--- config.mk ---
export PLATFORM = sky130hd
export DESIGN_NAME = bank_arbiter
export DESIGN_NICKNAME = d
export VERILOG_FILES = /design/src/rtl/bank_pkg.sv /design/src/rtl/bank_arb_pick.sv /design/src/rtl/bank_arbiter.sv
export SDC_FILE = /design/constraint.sdc
export NUM_CORES = 1
export LEC_CHECK = 0
export BUFFER_PORTS_ARGS = -buffer_cell sky130_fd_sc_hd__buf_2
export CAP_MARGIN = 30
export CORE_MARGIN = 5
export CORE_UTILIZATION = 45
export DETAILED_ROUTE_END_ITERATION = 8
export HOLD_SLACK_MARGIN = 0.03
export PLACE_DENSITY = 0.81
export SETUP_SLACK_MARGIN = 0.05
export SLEW_MARGIN = 40
export SYNTH_ARGS = -nofsm -noshare
export SYNTH_HDL_FRONTEND = slang
export SYNTH_HIERARCHICAL = 1
export SYNTH_SLANG_ARGS = --single-unit
--- constraint.sdc ---
create_clock -name clka -period 3.5 [get_ports clka]
set_input_delay 0.875 -clock clka [delete_from_list [all_inputs] [get_ports clka]]
set_output_delay 0.875 -clock clka [all_outputs]
set_load 0.01 [all_outputs]
--- src/rtl/bank_pkg.sv ---
// Shared widths, requester ids and FSM encoding for the bank RAM access path.
package bank_pkg;

    localparam int BANK_ADDR_W = 10;
    localparam int BANK_DATA_W = 8;

    typedef enum logic {
        REQ_FETCH = 1'b0,
        REQ_DATA  = 1'b1
    } req_id_t;

    typedef logic [0:0] state_t;
    localparam state_t ST_IDLE  = 1'b0;
    localparam state_t ST_ISSUE = 1'b1;

endpackage

--- src/rtl/bank_arb_pick.sv ---
// Combinational grant selection between fetch (bit 0) and data (bit 1).
// Round-robin when BANK_ARB_RR_EN is defined, otherwise fixed priority with a starvation guard.
module bank_arb_pick
    import bank_pkg::*;
#(
    parameter int MAX_WAIT = 4
) (
    input  logic [1:0] valid_i,
    output logic [1:0] grant_o,
`ifdef BANK_ARB_RR_EN
    input  req_id_t    rr_ptr_i
`else
    input  logic [3:0] wait_cnt_i
`endif
);

    logic favor_fetch;

`ifdef BANK_ARB_RR_EN
    // On contention the requester that did not win last time goes first.
    assign favor_fetch = (rr_ptr_i == REQ_DATA);
`else
    assign favor_fetch = (wait_cnt_i >= 4'(MAX_WAIT));
`endif

    // NOTE: every output gets a default first so no latch is inferred.
    always_comb begin
        grant_o = 2'b00;
        if (valid_i == 2'b11) begin
            grant_o = favor_fetch ? 2'b01 : 2'b10;
        end else begin
            grant_o = valid_i;
        end
    end

endmodule

--- src/rtl/bank_arbiter.sv ---
// Shares bank port A between instruction fetch and data access; registered port, 2-edge read latency.
// Define BANK_ARB_RR_EN for round-robin arbitration instead of fixed priority to the data requester.
module bank_arbiter
    import bank_pkg::*;
#(
    parameter int ADDR_W   = BANK_ADDR_W,
    parameter int DATA_W   = BANK_DATA_W,
    parameter int MAX_WAIT = 4
) (
    input  logic              clka,
    input  logic              rst_n,
    input  logic              req0_valid,
    output logic              req0_ready,
    input  logic              req0_we,
    input  logic [ADDR_W-1:0] req0_addr,
    input  logic [DATA_W-1:0] req0_wdata,
    input  logic              req1_valid,
    output logic              req1_ready,
    input  logic              req1_we,
    input  logic [ADDR_W-1:0] req1_addr,
    input  logic [DATA_W-1:0] req1_wdata,
    output logic              rsp0_valid,
    output logic              rsp1_valid,
    output logic [DATA_W-1:0] rsp_rdata,
    output logic              wea,
    output logic [ADDR_W-1:0] addra,
    output logic [DATA_W-1:0] dina,
    input  logic [DATA_W-1:0] douta
);

    logic [1:0]        grant;
    logic              handshake;
    req_id_t           win_id;

    state_t            state_q, state_d;
    req_id_t           tag_q, tag_d;
    logic              wea_q, wea_d;
    logic [ADDR_W-1:0] addra_q, addra_d;
    logic [DATA_W-1:0] dina_q, dina_d;
    logic              rsp_vld_q, rsp_vld_d;
    req_id_t           rsp_tag_q, rsp_tag_d;

`ifdef BANK_ARB_RR_EN
    req_id_t           ptr_q, ptr_d;
`else
    logic [3:0]        wait_q, wait_d;
`endif

    bank_arb_pick #(
        .MAX_WAIT (MAX_WAIT)
    ) u_pick (
        .valid_i    ({req1_valid, req0_valid}),
        .grant_o    (grant),
`ifdef BANK_ARB_RR_EN
        .rr_ptr_i   (ptr_q)
`else
        .wait_cnt_i (wait_q)
`endif
    );

    // Readies are held low while reset is asserted, even if requesters are already valid.
    assign req0_ready = rst_n & grant[0];
    assign req1_ready = rst_n & grant[1];
    assign handshake  = req0_ready | req1_ready;
    assign win_id     = req1_ready ? REQ_DATA : REQ_FETCH;

    always_comb begin
        state_d = handshake ? ST_ISSUE : ST_IDLE;
        tag_d   = tag_q;
        wea_d   = 1'b0;
        addra_d = addra_q;
        dina_d  = dina_q;
        if (req1_ready) begin
            tag_d   = REQ_DATA;
            wea_d   = req1_we;
            addra_d = req1_addr;
            dina_d  = req1_wdata;
        end else if (req0_ready) begin
            tag_d   = REQ_FETCH;
            wea_d   = req0_we;
            addra_d = req0_addr;
            dina_d  = req0_wdata;
        end
    end

    // The access on the port this cycle is answered next cycle, when douta holds its result.
    assign rsp_vld_d = (state_q == ST_ISSUE);
    assign rsp_tag_d = tag_q;

`ifdef BANK_ARB_RR_EN
    assign ptr_d = handshake ? win_id : ptr_q;
`else
    always_comb begin
        wait_d = wait_q;
        if (req0_ready) begin
            wait_d = 4'd0;
        end else if (req0_valid && handshake && wait_q != 4'hF) begin
            wait_d = wait_q + 4'd1;
        end
    end
`endif

    // NOTE: sequential state is updated with non-blocking assignments only.
    always_ff @(posedge clka or negedge rst_n) begin
        if (!rst_n) begin
            state_q   <= ST_IDLE;
            tag_q     <= REQ_FETCH;
            wea_q     <= 1'b0;
            addra_q   <= '0;
            dina_q    <= '0;
            rsp_vld_q <= 1'b0;
            rsp_tag_q <= REQ_FETCH;
        end else begin
            state_q   <= state_d;
            tag_q     <= tag_d;
            wea_q     <= wea_d;
            addra_q   <= addra_d;
            dina_q    <= dina_d;
            rsp_vld_q <= rsp_vld_d;
            rsp_tag_q <= rsp_tag_d;
        end
    end

`ifdef BANK_ARB_RR_EN
    always_ff @(posedge clka or negedge rst_n) begin
        if (!rst_n) ptr_q <= REQ_FETCH;
        else        ptr_q <= ptr_d;
    end
`else
    always_ff @(posedge clka or negedge rst_n) begin
        if (!rst_n) wait_q <= 4'd0;
        else        wait_q <= wait_d;
    end
`endif

    assign wea        = wea_q;
    assign addra      = addra_q;
    assign dina       = dina_q;
    assign rsp0_valid = rsp_vld_q && (rsp_tag_q == REQ_FETCH);
    assign rsp1_valid = rsp_vld_q && (rsp_tag_q == REQ_DATA);
    assign rsp_rdata  = douta;

endmodule

==> flow_summary.yaml <==
status:
  status: "finished clean"
drt:
  antenna_left: 0
  wl_per_cell_um: 14.4
  remaining_drc_errors: 0
  vias_per_cell: 5.11
  drt-total-wl_um: 3080
  drtPass1Iterations: 3
  vias: 1093
  drt-initial-drc-count: 28
synthesis:
  ys_warn_count: 6
  yosys.area.top_type: "dfrtp_1"
  synth-seq-area-share: 0.517
  syn_inst: 126
  postSynthAreaPerCell_sq_um: 10.4
  syn_nets: 177
  async_flop_share: 1.00
  synth.most_common_cell: "dfrtp_1"
  synth.top_cell.area_share: 0.517
  synth-seq-cells: 27
  synth_ff_type: "dfrtp_1"
  synth.distinct_cells: 26
  synthTopCellsByCount: "dfrtp_1 (27), nand2_1 (21), o21ai_0 (21)"
  netlist_area_sq_um: 1310
  synth_area_leaders: "dfrtp_1 (52%), mux2i_1 (14%), o21ai_0 (8.0%)"
  synth_edf_count: 0
place:
  hpwl_um: 2460
  port_buffers: 64
  gp_congestion: 0.801
  dp_worst_setup_slack_ps: 981
global_routing:
  grt-ovfl-total: 0
  grt_pass1_vias: 1073
  track_usage: 0.149
  grt_pass1_wl_um: 4910
  antenna_found_initial: 0
  grt_max_degree: 38
flow_run:
  max-cap-violations: 0
timing:
  period_needed_ps: 2520
  min_period_over_period: 0.719
  finalSetupViolCount: 0
  slew_violations: 0
  slew_headroom: 0.774
  tightest_slew_ps: 340
  worst_slack_ps: 983
  timing.fmax_mhz: 397
  hold_viol_final: 0
  rsz0062_at_grt: "no"
  finalSetupTns_ps: 0
  skew_ps: 3.66
layout:
  final_util: 0.586
  num_antenna_cells: 0
  drive_above_1_share: 0.399
  area_growth_pct: 23.7
  regArea_sq_um: 676
  fillers: 248
  multiInputGateArea_sq_um: 524
  final_net_count: 235
power_and_ir_drop:
  leakage_nw: 0.910
  vdd_ir_drop_max_mv: 0.384
  p_per_area_nw_per_um2: 415
worst_setup_path:
  path_max_fanout: 5
  worst_ep_required_time_ps: 2620
  ff2ff_setup_slack_ps: 1900
  startpoint_type: "primary input"
  cp-end-kind: "primary output"
  crit_type: "primary input to primary output"
  cp.arrival_ps: 1640
clocking:
  clk_pin_slew_ps: 120
  cts_hold_buf: 0
  cts_resized: 0
  clk_latency_ps: 310
  clock_path_buffers: 2
  htree_num_levels: 1
  numCtsBuffers: 3
  cts_tree: "done"
  cts_root_buf: "clkbuf_4"
  cts.sinks: 27
  postCtsSetupBuffers: 0
die:
  die_height_um: 63.9
  io_pins: 81
  dieArea_sq_um: 4080
  design.core.area_sq_um: 2760
  die_w_um: 63.9
  rows: 19
  initial_utilization: 0.474
hold_path:
  min_path_type: "register to register"
[layout make-up]
cell class / count / share of cell area
sequential: 27 / 0.418
multi-input combinational: 83 / 0.325
timing repair buffer: 67 / 0.212
tap: 31 / 0.0240
clock buffer: 4 / 0.0163
inverter: 2 / 0.00465
[worst paths after layout]
check                                 from         end  cells after the start
worst min-delay path             rsp_vld_d   rsp_vld_q                      0
min in group asynchronous            rst_n   wait_q[3]                      1
max in group asynchronous            rst_n     dina[0]                      2
worst max-delay path            req0_valid  req0_ready                      5
worst min register to register   rsp_vld_d   rsp_vld_q                      0
worst max register to register   wait_q[2]    addra[3]                      5
[metal layers]
metal  global-route usage  vias up  share of wire
li1                     -      539              -
met1                0.175      496           0.41
met2                0.244       56           0.45
met3               0.0753        2           0.13
met4               0.0312        0         0.0055
met5                    0        -              0
[where the power goes]
| part | switching, mW | total, mW | internal (mW) |
|---|---|---|---|
| registers | 0.0250 | 0.381 | 0.356 |
| logic | 0.0851 | 0.163 | 0.0779 |
| clock network | 0.0815 | 0.126 | 0.0445 |
[metrics by stage]
step	std cells	hold WS, ps	total power, mW	instance area [sq um]
CTS	214	376	0.682	1620
finish	214	367	0.670	1620
global placement	210	333	0.543	1590
global route	214	381	0.715	1620
floorplan	126	331	0.477	1310
detailed placement	210	345	0.554	1590
[layout by cell type (no fill, tap or decap)]
cell type / instances
mux2i_1: 18
clkbuf_1: 1
a21o_1: 1
and2_1: 2
and3_1: 1
nand3_1: 1
o31ai_1: 1
dfrtp_1: 27
inv_1: 2
nand3_2: 1
buf_4: 3
nand2_1: 21
ha_1: 1
clkbuf_4: 3
o41ai_1: 1
or3b_1: 1
o21ai_0: 21
o21ai_1: 1
buf_2: 64
a21boi_1: 1
o311ai_0: 1
o21a_1: 1
and2_2: 2
nor2_1: 1
nor2b_1: 1
a21oi_1: 3
or3_1: 2
[registers in the layout, summed over array words and instances, names as in the netlist]
register   count
rsp_tag_q      1
wait_q         4
addra         10
wea            1
dina           8
rsp_vld_q      1
rsp_tag_d      1
rsp_vld_d      1
[critical path, cell delays in order]
cell,delay (ps)
buf_2,100
a21boi_1,250
nand2_1,110
inv_1,150
buf_2,160
[kinds of logic (layout without fill, tap and decap cells)]
family / Yosys count / count (layout) / synth area share
adders and majority gates: 1 / 1 / 0.00958
muxes: 18 / 18 / 0.138
DFF: 27 / 27 / 0.517
AOI/OAI and AO/OA: 31 / 31 / 0.132
and+or+nand+nor: 33 / 33 / 0.122
buffers and inverters: 16 / 73 / 0.0814
No activity file was read; power rests on OpenSTA's default activity.
